**config.mk**
```make
export PLATFORM = sky130hd
export DESIGN_NAME = game_mem_arbiter_flat
export DESIGN_NICKNAME = d
export VERILOG_FILES = /design/src/rtl/whack_pkg.sv /design/src/rtl/game_mem_arbiter_if.sv /design/src/rtl/game_mem_arbiter_rr_arbiter.sv /design/src/rtl/game_mem_arbiter.sv /design/src/flat_wrapper.sv
export SDC_FILE = /design/constraint.sdc
export NUM_CORES = 1
export LEC_CHECK = 0
export ABC_AREA = 1
export CAP_MARGIN = 5
export CELL_PAD_IN_SITES_DETAIL_PLACEMENT = 2
export CELL_PAD_IN_SITES_GLOBAL_PLACEMENT = 2
export CORE_MARGIN = 5
export CORE_UTILIZATION = 20
export CTS_CLUSTER_DIAMETER = 30
export DETAILED_ROUTE_END_ITERATION = 10
export GPL_ROUTABILITY_DRIVEN = 0
export PLACE_DENSITY = 0.86
export SYNTH_ARGS = -nofsm -noshare
export SYNTH_HDL_FRONTEND = slang
export SYNTH_SLANG_ARGS = --single-unit
```
**constraint.sdc**
```tcl
create_clock -name clk -period 1.8 [get_ports clk]
set_input_delay 0.27 -clock clk [delete_from_list [all_inputs] [get_ports clk]]
set_output_delay 0.27 -clock clk [all_outputs]
set_load 0.01 [all_outputs]
```
**src/rtl/whack_pkg.sv**
```systemverilog
// Shared constants for the whack-a-mole game memory path: game_mem geometry,
// arbiter FSM state encoding, latched transaction record and address map.
package whack_pkg;

  localparam int ADDR_W = 5;
  localparam int DATA_W = 8;

  // game_mem address map
  localparam logic [ADDR_W-1:0] SCORE_ADDR    = 5'd0;
  localparam logic [ADDR_W-1:0] TOPSCORE_ADDR = 5'd1;

  typedef enum logic [1:0] {
    IDLE  = 2'd0,
    ISSUE = 2'd1,
    WAIT  = 2'd2,
    DONE  = 2'd3
  } arb_state_e;

  // One granted access, frozen at grant time
  typedef struct packed {
    logic              we;
    logic [ADDR_W-1:0] addr;
    logic [DATA_W-1:0] wdata;
  } mem_txn_t;

  // Index width for n items, never narrower than one bit
  function automatic int idx_w(input int n);
    return (n > 1) ? $clog2(n) : 1;
  endfunction

endpackage

```
**src/rtl/game_mem_arbiter_if.sv**
```systemverilog
// Requester + game_mem bus for game_mem_arbiter.
// master: requesters and the RAM (drive req/we/addr/wdata and mem_q).
// slave : the arbiter (drives ack/rdata/busy and the RAM port).
interface game_mem_arbiter_if
  import whack_pkg::*;
#(
  parameter int N_REQ = 3
) ();

  logic [N_REQ-1:0]             req;
  logic [N_REQ-1:0]             we;
  logic [N_REQ-1:0][ADDR_W-1:0] addr;
  logic [N_REQ-1:0][DATA_W-1:0] wdata;
  logic [N_REQ-1:0]             ack;
  logic [DATA_W-1:0]            rdata;
  logic                         busy;
  logic [ADDR_W-1:0]            mem_address;
  logic [DATA_W-1:0]            mem_data;
  logic                         mem_wren;
  logic [DATA_W-1:0]            mem_q;

  modport master (
    output req, we, addr, wdata, mem_q,
    input  ack, rdata, busy, mem_address, mem_data, mem_wren
  );

  modport slave (
    input  req, we, addr, wdata, mem_q,
    output ack, rdata, busy, mem_address, mem_data, mem_wren
  );

endinterface

```
**src/rtl/game_mem_arbiter_rr_arbiter.sv**
```systemverilog
// Combinational grant selector for game_mem_arbiter.
// Default: round-robin, search starts at ptr (= last winner + 1).
// GAME_MEM_ARB_FIXED_PRIO_EN: fixed priority, lowest index wins, no ptr port.
module rr_arbiter #(
  parameter int N_REQ = 3,
  parameter int IDX_W = 2
) (
  input  logic [N_REQ-1:0] req,
`ifndef GAME_MEM_ARB_FIXED_PRIO_EN
  input  logic [IDX_W-1:0] ptr,
`endif
  output logic             any,
  output logic [IDX_W-1:0] gnt_idx
);

`ifdef GAME_MEM_ARB_FIXED_PRIO_EN
  // Scan from the top down so the lowest requesting index is the last writer
  always_comb begin
    any     = 1'b0;
    gnt_idx = '0;
    for (int i = N_REQ - 1; i >= 0; i--) begin
      if (req[i]) begin
        any     = 1'b1;
        gnt_idx = IDX_W'(i);
      end
    end
  end
`else
  logic [IDX_W-1:0] idx;

  // Scan offsets from farthest to nearest so the first hit after ptr wins
  always_comb begin
    any     = 1'b0;
    gnt_idx = '0;
    idx     = '0;
    for (int off = N_REQ - 1; off >= 0; off--) begin
      idx = IDX_W'((int'(ptr) + off) % N_REQ);
      if (req[idx]) begin
        any     = 1'b1;
        gnt_idx = idx;
      end
    end
  end
`endif

endmodule

```
**src/rtl/game_mem_arbiter.sv**
```systemverilog
// game_mem_arbiter: serializes N_REQ requesters onto the single-port game_mem.
// IDLE -> ISSUE -> (WAIT x RD_LATENCY, reads) -> DONE -> IDLE, one access at a
// time, all RAM-port and requester outputs registered.
// Build option GAME_MEM_ARB_FIXED_PRIO_EN: fixed priority (req[0] highest),
// round-robin pointer removed.
module game_mem_arbiter
  import whack_pkg::*;
#(
  parameter int N_REQ      = 3,
  parameter int RD_LATENCY = 1
) (
  input logic               clk,
  input logic               resetn,
  game_mem_arbiter_if.slave bus
);

  localparam int IDX_W = idx_w(N_REQ);
  localparam int CNT_W = idx_w(RD_LATENCY + 1);
  localparam logic [CNT_W-1:0] CNT_LAST = CNT_W'(RD_LATENCY - 1);
  localparam logic [IDX_W-1:0] IDX_LAST = IDX_W'(N_REQ - 1);

  arb_state_e        state_q, state_d;
  logic [IDX_W-1:0]  winner_q, winner_d;
  mem_txn_t          txn_q, txn_d;
  logic [CNT_W-1:0]  cnt_q, cnt_d;
  logic [N_REQ-1:0]  ack_q, ack_d;
  logic [DATA_W-1:0] rdata_q, rdata_d;
  logic              busy_q, busy_d;
  logic              mem_wren_q, mem_wren_d;

  logic              gnt_any;
  logic [IDX_W-1:0]  gnt_idx;

`ifndef GAME_MEM_ARB_FIXED_PRIO_EN
  logic [IDX_W-1:0]  ptr_q, ptr_d;
`endif

  rr_arbiter #(
    .N_REQ (N_REQ),
    .IDX_W (IDX_W)
  ) u_arb (
    .req     (bus.req),
`ifndef GAME_MEM_ARB_FIXED_PRIO_EN
    .ptr     (ptr_q),
`endif
    .any     (gnt_any),
    .gnt_idx (gnt_idx)
  );

  // Next-state and next-output decode for the whole transaction sequence
  always_comb begin
    state_d    = state_q;
    winner_d   = winner_q;
    txn_d      = txn_q;
    cnt_d      = cnt_q;
    ack_d      = '0;
    rdata_d    = rdata_q;
    busy_d     = busy_q;
    mem_wren_d = 1'b0;
`ifndef GAME_MEM_ARB_FIXED_PRIO_EN
    ptr_d      = ptr_q;
`endif
    case (state_q)
      IDLE: begin
        if (gnt_any) begin
          // Freeze the winner's request; later input changes are ignored
          winner_d   = gnt_idx;
          txn_d      = '{we:    bus.we[gnt_idx],
                         addr:  bus.addr[gnt_idx],
                         wdata: bus.wdata[gnt_idx]};
          mem_wren_d = bus.we[gnt_idx];
          busy_d     = 1'b1;
          state_d    = ISSUE;
`ifndef GAME_MEM_ARB_FIXED_PRIO_EN
          ptr_d      = (gnt_idx == IDX_LAST) ? '0 : gnt_idx + 1'b1;
`endif
        end
      end
      ISSUE: begin
        if (txn_q.we) begin
          ack_d[winner_q] = 1'b1;
          state_d         = DONE;
        end else begin
          cnt_d   = '0;
          state_d = WAIT;
        end
      end
      WAIT: begin
        if (cnt_q == CNT_LAST) begin
          rdata_d         = bus.mem_q;
          ack_d[winner_q] = 1'b1;
          state_d         = DONE;
        end else begin
          cnt_d = cnt_q + 1'b1;
        end
      end
      DONE: begin
        busy_d  = 1'b0;
        state_d = IDLE;
      end
      default: begin
        busy_d  = 1'b0;
        state_d = IDLE;
      end
    endcase
  end

  // State and registered outputs; reset aborts any in-flight access
  always_ff @(posedge clk) begin
    if (!resetn) begin
      state_q    <= IDLE;
      winner_q   <= '0;
      txn_q      <= '0;
      cnt_q      <= '0;
      ack_q      <= '0;
      rdata_q    <= '0;
      busy_q     <= 1'b0;
      mem_wren_q <= 1'b0;
`ifndef GAME_MEM_ARB_FIXED_PRIO_EN
      ptr_q      <= '0;
`endif
    end else begin
      state_q    <= state_d;
      winner_q   <= winner_d;
      txn_q      <= txn_d;
      cnt_q      <= cnt_d;
      ack_q      <= ack_d;
      rdata_q    <= rdata_d;
      busy_q     <= busy_d;
      mem_wren_q <= mem_wren_d;
`ifndef GAME_MEM_ARB_FIXED_PRIO_EN
      ptr_q      <= ptr_d;
`endif
    end
  end

  // RAM port is driven straight from the latched transaction
  assign bus.mem_address = txn_q.addr;
  assign bus.mem_data    = txn_q.wdata;
  assign bus.mem_wren    = mem_wren_q;
  assign bus.ack         = ack_q;
  assign bus.rdata       = rdata_q;
  assign bus.busy        = busy_q;

endmodule
```
**src/flat_wrapper.sv**
```systemverilog
// flat-port wrapper written by rule: the top's interface ports become plain ports
module game_mem_arbiter_flat import whack_pkg::*;
#(
  parameter int N_REQ      = 3,
  parameter int RD_LATENCY = 1
)
  (clk, resetn, bus_req, bus_we, bus_addr, bus_wdata, bus_mem_q, bus_ack, bus_rdata, bus_busy, bus_mem_address, bus_mem_data, bus_mem_wren);
  game_mem_arbiter_if #(.N_REQ(N_REQ)) bus_i ();
  input logic clk;
  input logic resetn;
  input wire logic [$bits(bus_i.req)-1:0] bus_req;
  input wire logic [$bits(bus_i.we)-1:0] bus_we;
  input wire logic [$bits(bus_i.addr)-1:0] bus_addr;
  input wire logic [$bits(bus_i.wdata)-1:0] bus_wdata;
  input wire logic [$bits(bus_i.mem_q)-1:0] bus_mem_q;
  output wire logic [$bits(bus_i.ack)-1:0] bus_ack;
  output wire logic [$bits(bus_i.rdata)-1:0] bus_rdata;
  output wire logic [$bits(bus_i.busy)-1:0] bus_busy;
  output wire logic [$bits(bus_i.mem_address)-1:0] bus_mem_address;
  output wire logic [$bits(bus_i.mem_data)-1:0] bus_mem_data;
  output wire logic [$bits(bus_i.mem_wren)-1:0] bus_mem_wren;
  assign bus_i.req = bus_req;
  assign bus_i.we = bus_we;
  assign bus_i.addr = bus_addr;
  assign bus_i.wdata = bus_wdata;
  assign bus_i.mem_q = bus_mem_q;
  assign bus_ack = bus_i.ack;
  assign bus_rdata = bus_i.rdata;
  assign bus_busy = bus_i.busy;
  assign bus_mem_address = bus_i.mem_address;
  assign bus_mem_data = bus_i.mem_data;
  assign bus_mem_wren = bus_i.mem_wren;
  game_mem_arbiter #(.N_REQ(N_REQ), .RD_LATENCY(RD_LATENCY)) u_core (.clk(clk), .resetn(resetn), .bus(bus_i));
endmodule
```
# Word-level counts from Yosys, hierarchy flattened
# Index checks and enable logic that the tools add are counted.
[totals]
n_memories = 0
rom_bits = 0
ff_bits = 34
latch_bits = 0
mem_bits_rw = 0
[classes]
n_addsub = 4
eq_ne = 7
n_reduce_logical = 10
muxes = 33
n_mul = 0
div_mod_pow = 3
n_lt_le_gt_ge = 6
n_bitwise = 1
shift = 0
[op_table]
columns = ["operator", "n"]
rows = [
  ["modulo 32 x 3 -> 32 bit, second input constant", 2],
  ["modulo 3 x 3 -> 32 bit, second input constant", 1],
  ["binary-select mux 8 bit (select 2 bit)", 1],
  ["less-than comparator 2 x 3 -> 1 bit, second input constant", 5],
  ["two-way mux 1 bit", 12],
  ["two-way mux 2 bit", 6],
  ["binary-select mux 5 bit (select 2 bit)", 1],
  ["AND reduction 2 bit", 5],
  ["binary-select mux 1 bit (select 2 bit)", 4],
  ["two-way mux 8 bit", 1],
  ["case mux 2 bit (4 select lines)", 1],
  ["== test 2 bit, second input constant", 3],
  ["two-way mux 3 bit", 2],
  ["case mux 3 bit (2 select lines)", 1],
  ["two-way mux 5 bit", 1],
  ["inequality test 2 bit, second input constant", 2],
  ["case mux 1 bit (2 select lines)", 2],
  ["nonzero test 2 bit", 2],
  ["adder 2 x 1 -> 3 bit, second input constant", 1],
  ["adder 2 x 2 -> 3 bit, second input constant", 1],
  ["AND reduction 3 bit", 1],
  ["adder 2 x 1 -> 2 bit, second input constant", 1],
  ["demux 1 bit (select 2 bit)", 1],
  ["== test 2 x 1 -> 1 bit, second input constant", 1],
  ["6 further kinds", 6],
]

# Depth between registers and ports, before layout
# Gate-level depths: netlist of run 1.
[depth]
depth_word = 9
depth_mapped = 14
mapped_depth_nobuf = 14

# By module
# Synthesis of run 1 repeated with hierarchy kept, for this count alone.
[unflattened]
hier_cells = 289
area_unflattened_um2 = 1948.1
[by_module_without_submodules]
columns = ["module", "seq_area_each_um2", "cells_per_inst", "n_inst", "area_per_inst_um2"]
rows = [
  ["game_mem_arbiter", 660.6, 250, 1, 1752.9],
  ["rr_arbiter", 0.0, 39, 1, 195.2],
]

# Least setup slack after synthesis of run 1
# Ideal clock, no wire load.
[synth_timing]
path_type = "flip-flop to flip-flop"
start = "reg u_core.ptr_q[0]"
end = "reg u_core.txn_q, in the netlist u_core.bus.mem_data[0]"
path_stages_with_launch = 14
path_slack_ns = 0.007
t_required_ns = 1.681
path_buffers = 1
arrival_time_ns = 1.674
setup_time_ns = 0.119
cell_sequence = "dfxtp_1 inv_1 ha_1 inv_1 nand2_1 nand3_2 nand2_2 nand2_1 nand2_1 nand2_4 buf_2 nand3_1 nand3_1 a21oi_1"
[synth_between]
elab_chain_len = 9
[synth_rtl]
columns = ["element", "line_no", "source"]
rows = [
  ["start, declared", "game_mem_arbiter.sv:35", "logic [IDX_W-1:0] ptr_q, ptr_d;"],
  ["start signal, assigned", "game_mem_arbiter.sv:132", "ptr_q <= ptr_d;"],
  ["adder 2 x 2 -> 3 bit", "game_mem_arbiter_rr_arbiter.sv:37", "idx = IDX_W'((int'(ptr) + off) % N_REQ);"],
  ["modulo 32 x 3 -> 32 bit", "game_mem_arbiter_rr_arbiter.sv:37", ""],
  ["binary-select mux 1 bit (select 2 bit)", "game_mem_arbiter_rr_arbiter.sv:38", "if (req[idx]) begin"],
  ["two-way mux 1 bit (implied by the code)", "game_mem_arbiter_rr_arbiter.sv:38", ""],
  ["two-way mux 2 bit (3 in series)", "game_mem_arbiter_rr_arbiter.sv:38", ""],
  ["binary-select mux 8 bit (select 2 bit)", "game_mem_arbiter.sv:70", "wdata: bus.wdata[gnt_idx]};"],
  ["two-way mux 8 bit (implied by the code)", "game_mem_arbiter.sv:70", ""],
  ["end signal, assigned", "game_mem_arbiter.sv:125", "txn_q <= txn_d;"],
  ["end, declared", "game_mem_arbiter.sv:24", "mem_txn_t txn_q, txn_d;"],
]
# Several ways; a longest one is shown, not always the timed one. The select of a mux whose other input is x is not followed.
# A chain may end at the register's enable or synchronous reset.

# Worst setup path after layout of run 1
[layout_timing]
start = "reg u_core.ptr_q[1]"
end = "reg u_core.txn_q, in the netlist u_core.bus.mem_data[1]"
# The elaborated chain is that of the path after synthesis.

==> summary.txt, run 1 <==
Hold path
  • Min-delay worst type: reg2reg
  • Hold-critical path depth: 2
  • End point of the most critical hold path: u_core.bus.rdata[2]$_SDFFE_PN0P_
  • Beginning of the worst hold path: u_core.bus.rdata[2]$_SDFFE_PN0P_

Critical path
  • Endpoint class of the critical path: flop
  • Standard cell with the maximum stage delay on the critical path: sky130_fd_sc_hd__dfxtp_4
  • CP arrival: 2.21 ns
  • Category of the most critical setup path: reg2reg
  • Worst R2R Path Depth: 10
  • Highest net fanout along the worst path: 7
  • Critical path's most frequent cell: sky130_fd_sc_hd__a21oi_1
  • Crit path max-delay family: simple AND/OR/NAND/NOR gates
  • R2R Path Start: u_core.ptr_q[1]$_SDFFE_PN0P_
  • Crit path cell chain: inv_2 -> ha_4 -> o21ai_4 -> nor2_4 -> nor2_8 -> nand3_4 -> nand2_8 -> buf_4 -> a21oi_1 -> a21oi_1
  • End of the worst register-to-register path: u_core.bus.mem_data[1]$_SDFFE_PN0P_
  • Worst EP required: 2.01 ns
  • Flop-to-flop setup slack: -0.20 ns
  • Type of element launching the critical path: flop
  • Combined buffer and inverter count along the critical path: 2
  • Worst path max stage delay: 0.41 ns

Floorplanning
  • Cell row count: 36
  • Initial standard-cell utilization of the core: 20.5%
  • Total I/O pin count: 81
  • Core area: 9770 µm²
  • Height of the die: 110 µm
  • Die Wd: 110 µm
  • Total Die Area: 12100 µm²

Synth
  • #FFs+latches synth: 33
  • Mapped Cells: 285
  • Proportion of synthesized chip area in sequential cells: 33.0%
  • Synthesized area: 2000 µm²
  • Area fraction of the dominant cell type after synthesis: 33.0%
  • Count of warnings emitted by yosys: 0
  • Post-synthesis average cell area: 7.03 µm²
  • Most area-consuming cells after synthesis: sky130_fd_sc_hd__dfxtp_1 33%, sky130_fd_sc_hd__nand3_1 9.7%, sky130_fd_sc_hd__a21oi_1 8.5%
  • Number of distinct library cell variants in the gate-level netlist after synthesis: 27
  • Number of synthesized flops with an enable pin: 0
  • Async SR Flop Fraction: 0%
  • Mapped Nets: 348
  • Area leader, netlist: sky130_fd_sc_hd__dfxtp_1
  • Dominant register cell in the synthesized netlist: sky130_fd_sc_hd__dfxtp_1
  • Commonest cells post-synth: 40 x sky130_fd_sc_hd__inv_1, 40 x sky130_fd_sc_hd__nand2_1, 39 x sky130_fd_sc_hd__nand3_1, 34 x sky130_fd_sc_hd__a21oi_1, 33 x sky130_fd_sc_hd__dfxtp_1

Drt
  • Drt pass-1 iters: 4
  • Via total after detailed routing: 2410
  • Average routed wire per standard cell: 22.4 µm
  • Number of antenna-violating nets in the routed design: 0
  • Number of DRC violations after detailed routing: 0
  • DRT iter0 DRCs: 54
  • Routed wire length: 11.7 mm
  • Routed vias/inst: 4.61

Global routing
  • Aggregate global routing overflow: 0
  • Pin count of the biggest net entering global routing: 15
  • Combined global-route utilization of all metal layers: 17.4%
  • Vias in the first global route: 2824
  • Wire length of the first global-routing pass: 15.9 mm
  • Number of antenna violations at the first check in global routing: 0

Power and ir drop
  • Part of the total power dissipated in sequential elements: 15.1%
  • Clock network fraction of total power: 7.4%
  • Proportion of total power due to net switching: 50.6%
  • Power share of the combinational group: 77.4%
  • Cell-internal power: 4030 µW
  • Maximum vdd ir drop: 0.000609 V
  • Net switching power of the design: 4120 µW
  • Leakage component of the power: 0.00164 µW
  • Cell Pwr Density: 2070 nW/µm²

Placed design
  • Post-detailed-placement half-perimeter wirelength: 6.49 mm
  • Post-placement setup slack: -0.384 ns
  • Count of buffers from port buffering: 80
  • Placed cell area: 3020 µm²
  • Number of cells in the design after placement: 495

Finish
  • Post-layout net count: 453
  • Syn-to-layout area delta: 96.4%
  • Area taken by flip-flops and latches: 666 µm²
  • Fraction of layout instances using a drive strength above 1: 40.5%
  • Final Non-Filler Cells: 523
  • Footprint of the multi-input gates: 1590 µm²
  • Number of antenna cells inserted: 0
  • Final Util: 40.2%
  • Final-layout fill cell count: 1056
  • Finished layout cell area: 3930 µm²

Clock network
  • CTS Root Cell: sky130_fd_sc_hd__clkbuf_8
  • Maximum buffer depth of the clock tree: 2
  • Clock transition at path regs: 0.08 ns
  • Clk sinks: 33
  • Clock latency on the worst-skew pair: 0.29 ns
  • Deepest level of the CTS H-tree: 2
  • Clock tree from TritonCTS: built
  • Total clock buffers created by CTS: 5

STA
  • Rel. slew slack: 64.1%
  • Max frequency: 500 MHz
  • Setup TNS: -2.90 ns
  • Max-slew violation count: 0
  • Crit path setup slack, layout: -0.201 ns
  • Min Tclk post-route: 2.00 ns
  • Unrepaired setup endpoints after global routing: true
  • Transition time at the pin with the least slew margin: 0.537 ns
  • Count of final setup violators: 22
  • Hold Vio Cnt, Final: 0
  • Tcrit/Tclk final: 111%
  • Layout Skew: 0.0105 ns

Run status
  • Status: finished, violations left
  • Violations in the final reports: setup timing

Run
  • Max Cap Violations: 0
==> through the flow <==
stage               power [µW]  hold WS [ns]
finish                    8150         0.514
global route              8570         0.546
CTS                       6910         0.509
detailed placement        4840         0.485
floorplan                 3340         0.405
global placement          4630         0.461
==> power groups by stage <==
| stage | clock network (µW) | logic [µW] | registers (µW) |
|---|---|---|---|
| 6_report | 605 | 6310 | 1230 |
| 5_1_grt | 649 | 6660 | 1260 |
| 4_1_cts | 616 | 5090 | 1200 |
| 3_5_place_dp | 0 | 3660 | 1180 |
| 3_3_place_gp | 0 | 3470 | 1170 |
| 2_1_floorplan | 0 | 2180 | 1160 |
==> cell type report <==
cell class	instances	area share, %
Multi-Input combinational cell	185	40.5
Timing Repair Buffer	120	31.1
Sequential cell	33	16.9
Inverter	44	4.83
Tap cell	133	4.23
Clock buffer	7	2.19
Timing Repair inverter	1	0.223
==> worst min-delay path, delay by kind of cell, from the launching register on <==
kind	cells	cell delay, ns
AOI/OAI and AO/OA	1	0.08
DFF	1	0.33
and+or+nand+nor	1	0.08
==> flip-flops by register name, summed over array words and instances, names as in the netlist <==
signal                  cells
u_core.ptr_q                2
u_core.bus.mem_data         8
u_core.bus.ack              3
u_core.bus.mem_address      5
u_core.bus.rdata            8
u_core.bus.busy             1
u_core.bus.mem_wren         1
u_core.txn_q                1
u_core.winner_q             2
u_core.state_q              2
==> per-layer routing <==
metal | up-vias | part of all wire (%) | track usage (%)
met5 | - | 0 | 0
met4 | 0 | 3.3 | 5.16
met3 | 30 | 5.5 | 4.14
met2 | 73 | 55 | 33.8
met1 | 1185 | 37 | 18.4
li1 | 1122 | - | -
==> kinds of logic after synthesis <==
| group | after synthesis | synth area share [%] |
|---|---|---|
| compound gates | 63 | 16.5 |
| fa+ha+maj | 8 | 5.00 |
| buf+inv | 68 | 16.9 |
| flops | 33 | 33.0 |
| simple gates | 113 | 28.6 |
==> timing repair <==
action,CTS,global route
endpoints found under the setup margin,22,22
setup buffers,13,7
resized for setup,89,74
hold buffers,0,0
pin swaps,34,24
cloned,3,1
==> cells in the final DEF, fill, tap and decap left out, drive strengths merged <==
master	n
clkdlybuf4s50	80
nand2	47
inv	44
nand3	41
buf	40
a21oi	35
dfxtp	33
o21ai	28
nor2	21
ha	8
clkbuf	7
nor4	2
nor3	2
clkinv	1
nand4	1
==> how the worst max path moves through the flow <==
| stage | start | end | slack (ns) | cells past startpoint |
|---|---|---|---|---|
| global route | u_core.ptr_q[0]$_SDFFE_PN0P_ | u_core.bus.mem_data[1]$_SDFFE_PN0P_ | -0.30 | 11 |
| detailed placement | bus_req[2] | u_core.txn_q[13]$_SDFFE_PN0P_ | -0.38 | 12 |
| finish | u_core.ptr_q[1]$_SDFFE_PN0P_ | u_core.bus.mem_data[1]$_SDFFE_PN0P_ | -0.20 | 10 |
| CTS | u_core.ptr_q[0]$_SDFFE_PN0P_ | u_core.ptr_q[0]$_SDFFE_PN0P_ | -0.02 | 12 |
| floorplan | u_core.ptr_q[0]$_SDFFE_PN0P_ | u_core.bus.mem_data[0]$_SDFFE_PN0P_ | 0.007 | 13 |
| global placement | bus_req[2] | u_core.txn_q[13]$_SDFFE_PN0P_ | -0.26 | 12 |
(Power assumes the default switching activity.)
==> run 2: changes to the inputs <==
--- a/config.mk
+++ b/config.mk
@@ -6,14 +6,15 @@
 export NUM_CORES = 1
 export LEC_CHECK = 0
 export ABC_AREA = 1
-export CAP_MARGIN = 5
 export CELL_PAD_IN_SITES_DETAIL_PLACEMENT = 2
 export CELL_PAD_IN_SITES_GLOBAL_PLACEMENT = 2
+export CORE_ASPECT_RATIO = 0.9
 export CORE_MARGIN = 5
 export CORE_UTILIZATION = 20
 export CTS_CLUSTER_DIAMETER = 30
 export DETAILED_ROUTE_END_ITERATION = 10
 export GPL_ROUTABILITY_DRIVEN = 0
+export HOLD_SLACK_MARGIN = 0.12
 export PLACE_DENSITY = 0.86
 export SYNTH_ARGS = -nofsm -noshare
 export SYNTH_HDL_FRONTEND = slang
==> summary.txt, run 2 (synthesized netlist as in run 1, its figures left out) <==
Power and ir drop
  • Post-route total power: 7780 µW
  • Leakage component of the power: 0.00164 µW
  • Cell Pwr Density: 2050 nW/µm²
  • Maximum vdd ir drop: 0.000515 V

STA
  • Max-slew violation count: 0
  • Unrepaired setup endpoints after global routing: true
  • Crit path setup slack, layout: -0.174 ns
  • Layout Skew: 0.0116 ns
  • Rel. slew slack: 67.3%
  • Transition time at the pin with the least slew margin: 0.488 ns
  • Count of final setup violators: 22
  • Hold Vio Cnt, Final: 0
  • Max frequency: 507 MHz
  • Min Tclk post-route: 1.97 ns
  • Tcrit/Tclk final: 110%

Drt
  • Routed wire length: 10.7 mm
  • DRT iter0 DRCs: 80
  • Via total after detailed routing: 2412
  • Number of DRC violations after detailed routing: 0
  • Drt pass-1 iters: 4
  • Number of antenna-violating nets in the routed design: 0
  • Average routed wire per standard cell: 20.5 µm
  • Routed vias/inst: 4.61

Critical path
  • CP arrival: 2.15 ns
  • Worst path max stage delay: 0.36 ns
  • Crit path cell chain: buf_6 -> ha_4 -> o21ai_4 -> nor2_4 -> nor2_8 -> buf_4 -> nand3_4 -> nand2_8 -> inv_8 -> o21ai_0 -> a21oi_1
  • Worst EP required: 1.98 ns
  • Category of the most critical setup path: reg2reg
  • Standard cell with the maximum stage delay on the critical path: sky130_fd_sc_hd__dfxtp_4
  • Endpoint class of the critical path: flop
  • Type of element launching the critical path: flop
  • Highest net fanout along the worst path: 16

Placed design
  • Count of buffers from port buffering: 80
  • Post-detailed-placement half-perimeter wirelength: 6.27 mm
  • Number of cells in the design after placement: 490

Clock network
  • CTS Root Cell: sky130_fd_sc_hd__clkbuf_8
  • Clk sinks: 33
  • Clock transition at path regs: 0.08 ns
  • Clock latency on the worst-skew pair: 0.29 ns
  • Maximum buffer depth of the clock tree: 2
  • Clock tree from TritonCTS: built
  • Deepest level of the CTS H-tree: 2
  • Total clock buffers created by CTS: 5

Floorplanning
  • Initial standard-cell utilization of the core: 20.6%
  • Cell row count: 34
  • Die Wd: 115 µm
  • Total Die Area: 12100 µm²
  • Total I/O pin count: 81
  • Height of the die: 105 µm
  • Core area: 9740 µm²

Global routing
  • Pin count of the biggest net entering global routing: 17
  • Combined global-route utilization of all metal layers: 16.6%
  • Aggregate global routing overflow: 0
  • Number of antenna violations at the first check in global routing: 0
  • Wire length of the first global-routing pass: 15.6 mm
  • Vias in the first global route: 2760

Finish
  • Post-layout net count: 459
  • Number of antenna cells inserted: 0
  • Syn-to-layout area delta: 89.3%
  • Final-layout fill cell count: 1050
  • Commonest non-fill, non-tap cells in the layout: 79 x sky130_fd_sc_hd__clkdlybuf4s50_1, 35 x sky130_fd_sc_hd__inv_1, 31 x sky130_fd_sc_hd__dfxtp_1
  • Final Util: 38.9%
  • Final Non-Filler Cells: 523
  • Leading cell type in the layout, fill and taps excluded: sky130_fd_sc_hd__clkdlybuf4s50_1
  • Fraction of layout instances using a drive strength above 1: 34.5%

Run
  • Max Cap Violations: 0

Run status
  • Status: finished, violations left
  • Violations in the final reports: setup timing

Hold path
  • Min-delay worst type: reg2reg
run 2: worst paths after layout:
| kind | from | to | slack, ns | cells past startpoint |
|---|---|---|---|---|
| max | u_core.ptr_q[0]$_SDFFE_PN0P_ | u_core.bus.mem_address[3]$_SDFFE_PN0P_ | -0.17 | 11 |
| min | u_core.bus.rdata[3]$_SDFFE_PN0P_ | u_core.bus.rdata[3]$_SDFFE_PN0P_ | 0.51 | 2 |
| min reg2reg | u_core.bus.rdata[3]$_SDFFE_PN0P_ | u_core.bus.rdata[3]$_SDFFE_PN0P_ | 0.51 | 2 |
| max reg2reg | u_core.ptr_q[0]$_SDFFE_PN0P_ | u_core.bus.mem_address[3]$_SDFFE_PN0P_ | -0.17 | 11 |
run 2: cell type report:
type / instances / area (µm²) / share of cell area [%]
clock buffers: 7 / 86.3 / 2.28
inverters: 44 / 185 / 4.88
multi-input cells: 185 / 1320 / 34.9
repair buffers: 127 / 1340 / 35.4
well taps: 126 / 158 / 4.16
flip-flops and latches: 33 / 668 / 17.6
clock inverters: 1 / 30.0 / 0.792
run 2: critical path, delay by kind of cell (launching register included):
family | cells | cell delay (ns)
flip-flops | 1 | 0.36
adder cells (fa/ha/maj) | 1 | 0.19
buffers and inverters | 3 | 0.35
AND/OR/NAND/NOR | 4 | 0.45
AO/OA/AOI/OAI | 3 | 0.51
run 2: where the power goes:
part / total [µW] / switching [µW] / internal (µW) / leakage, µW
sequential: 1220 / 215 / 1000 / 0.000274
clock: 776 / 323 / 453 / 0.0000585
combinational: 5790 / 3120 / 2670 / 0.00131
run 2: metrics by stage:
step	hold slack [ns]	setup WS (ns)	cell area (µm²)	setup TNS, ns
global route	0.539	-0.268	3790	-4.51
global placement	0.480	-0.138	3000	-2.51
finish	0.512	-0.174	3790	-2.51
floorplan	0.405	0.00691	2000	0
detailed placement	0.500	-0.358	3000	-5.09
CTS	0.516	-0.103	3590	-1.13
run 2: repair_timing:
item | 4_1_cts | 5_1_grt
setup endpoints to repair | 22 | 22
gates resized for setup | 63 | 39
hold buffers | 0 | 0
endpoints found under the hold margin | 0 | 0
setup buffers | 17 | 5
cloned | 3 | 0
pin swaps | 28 | 13
run 2: layer usage:
metal	vias to the layer above	global-route usage, %	part of all wire (%)
li1	1137	-	-
met1	1182	19.7	40
met2	73	30.4	53
met3	20	3.18	5.2
met4	0	3.77	2.2
met5	-	0	0
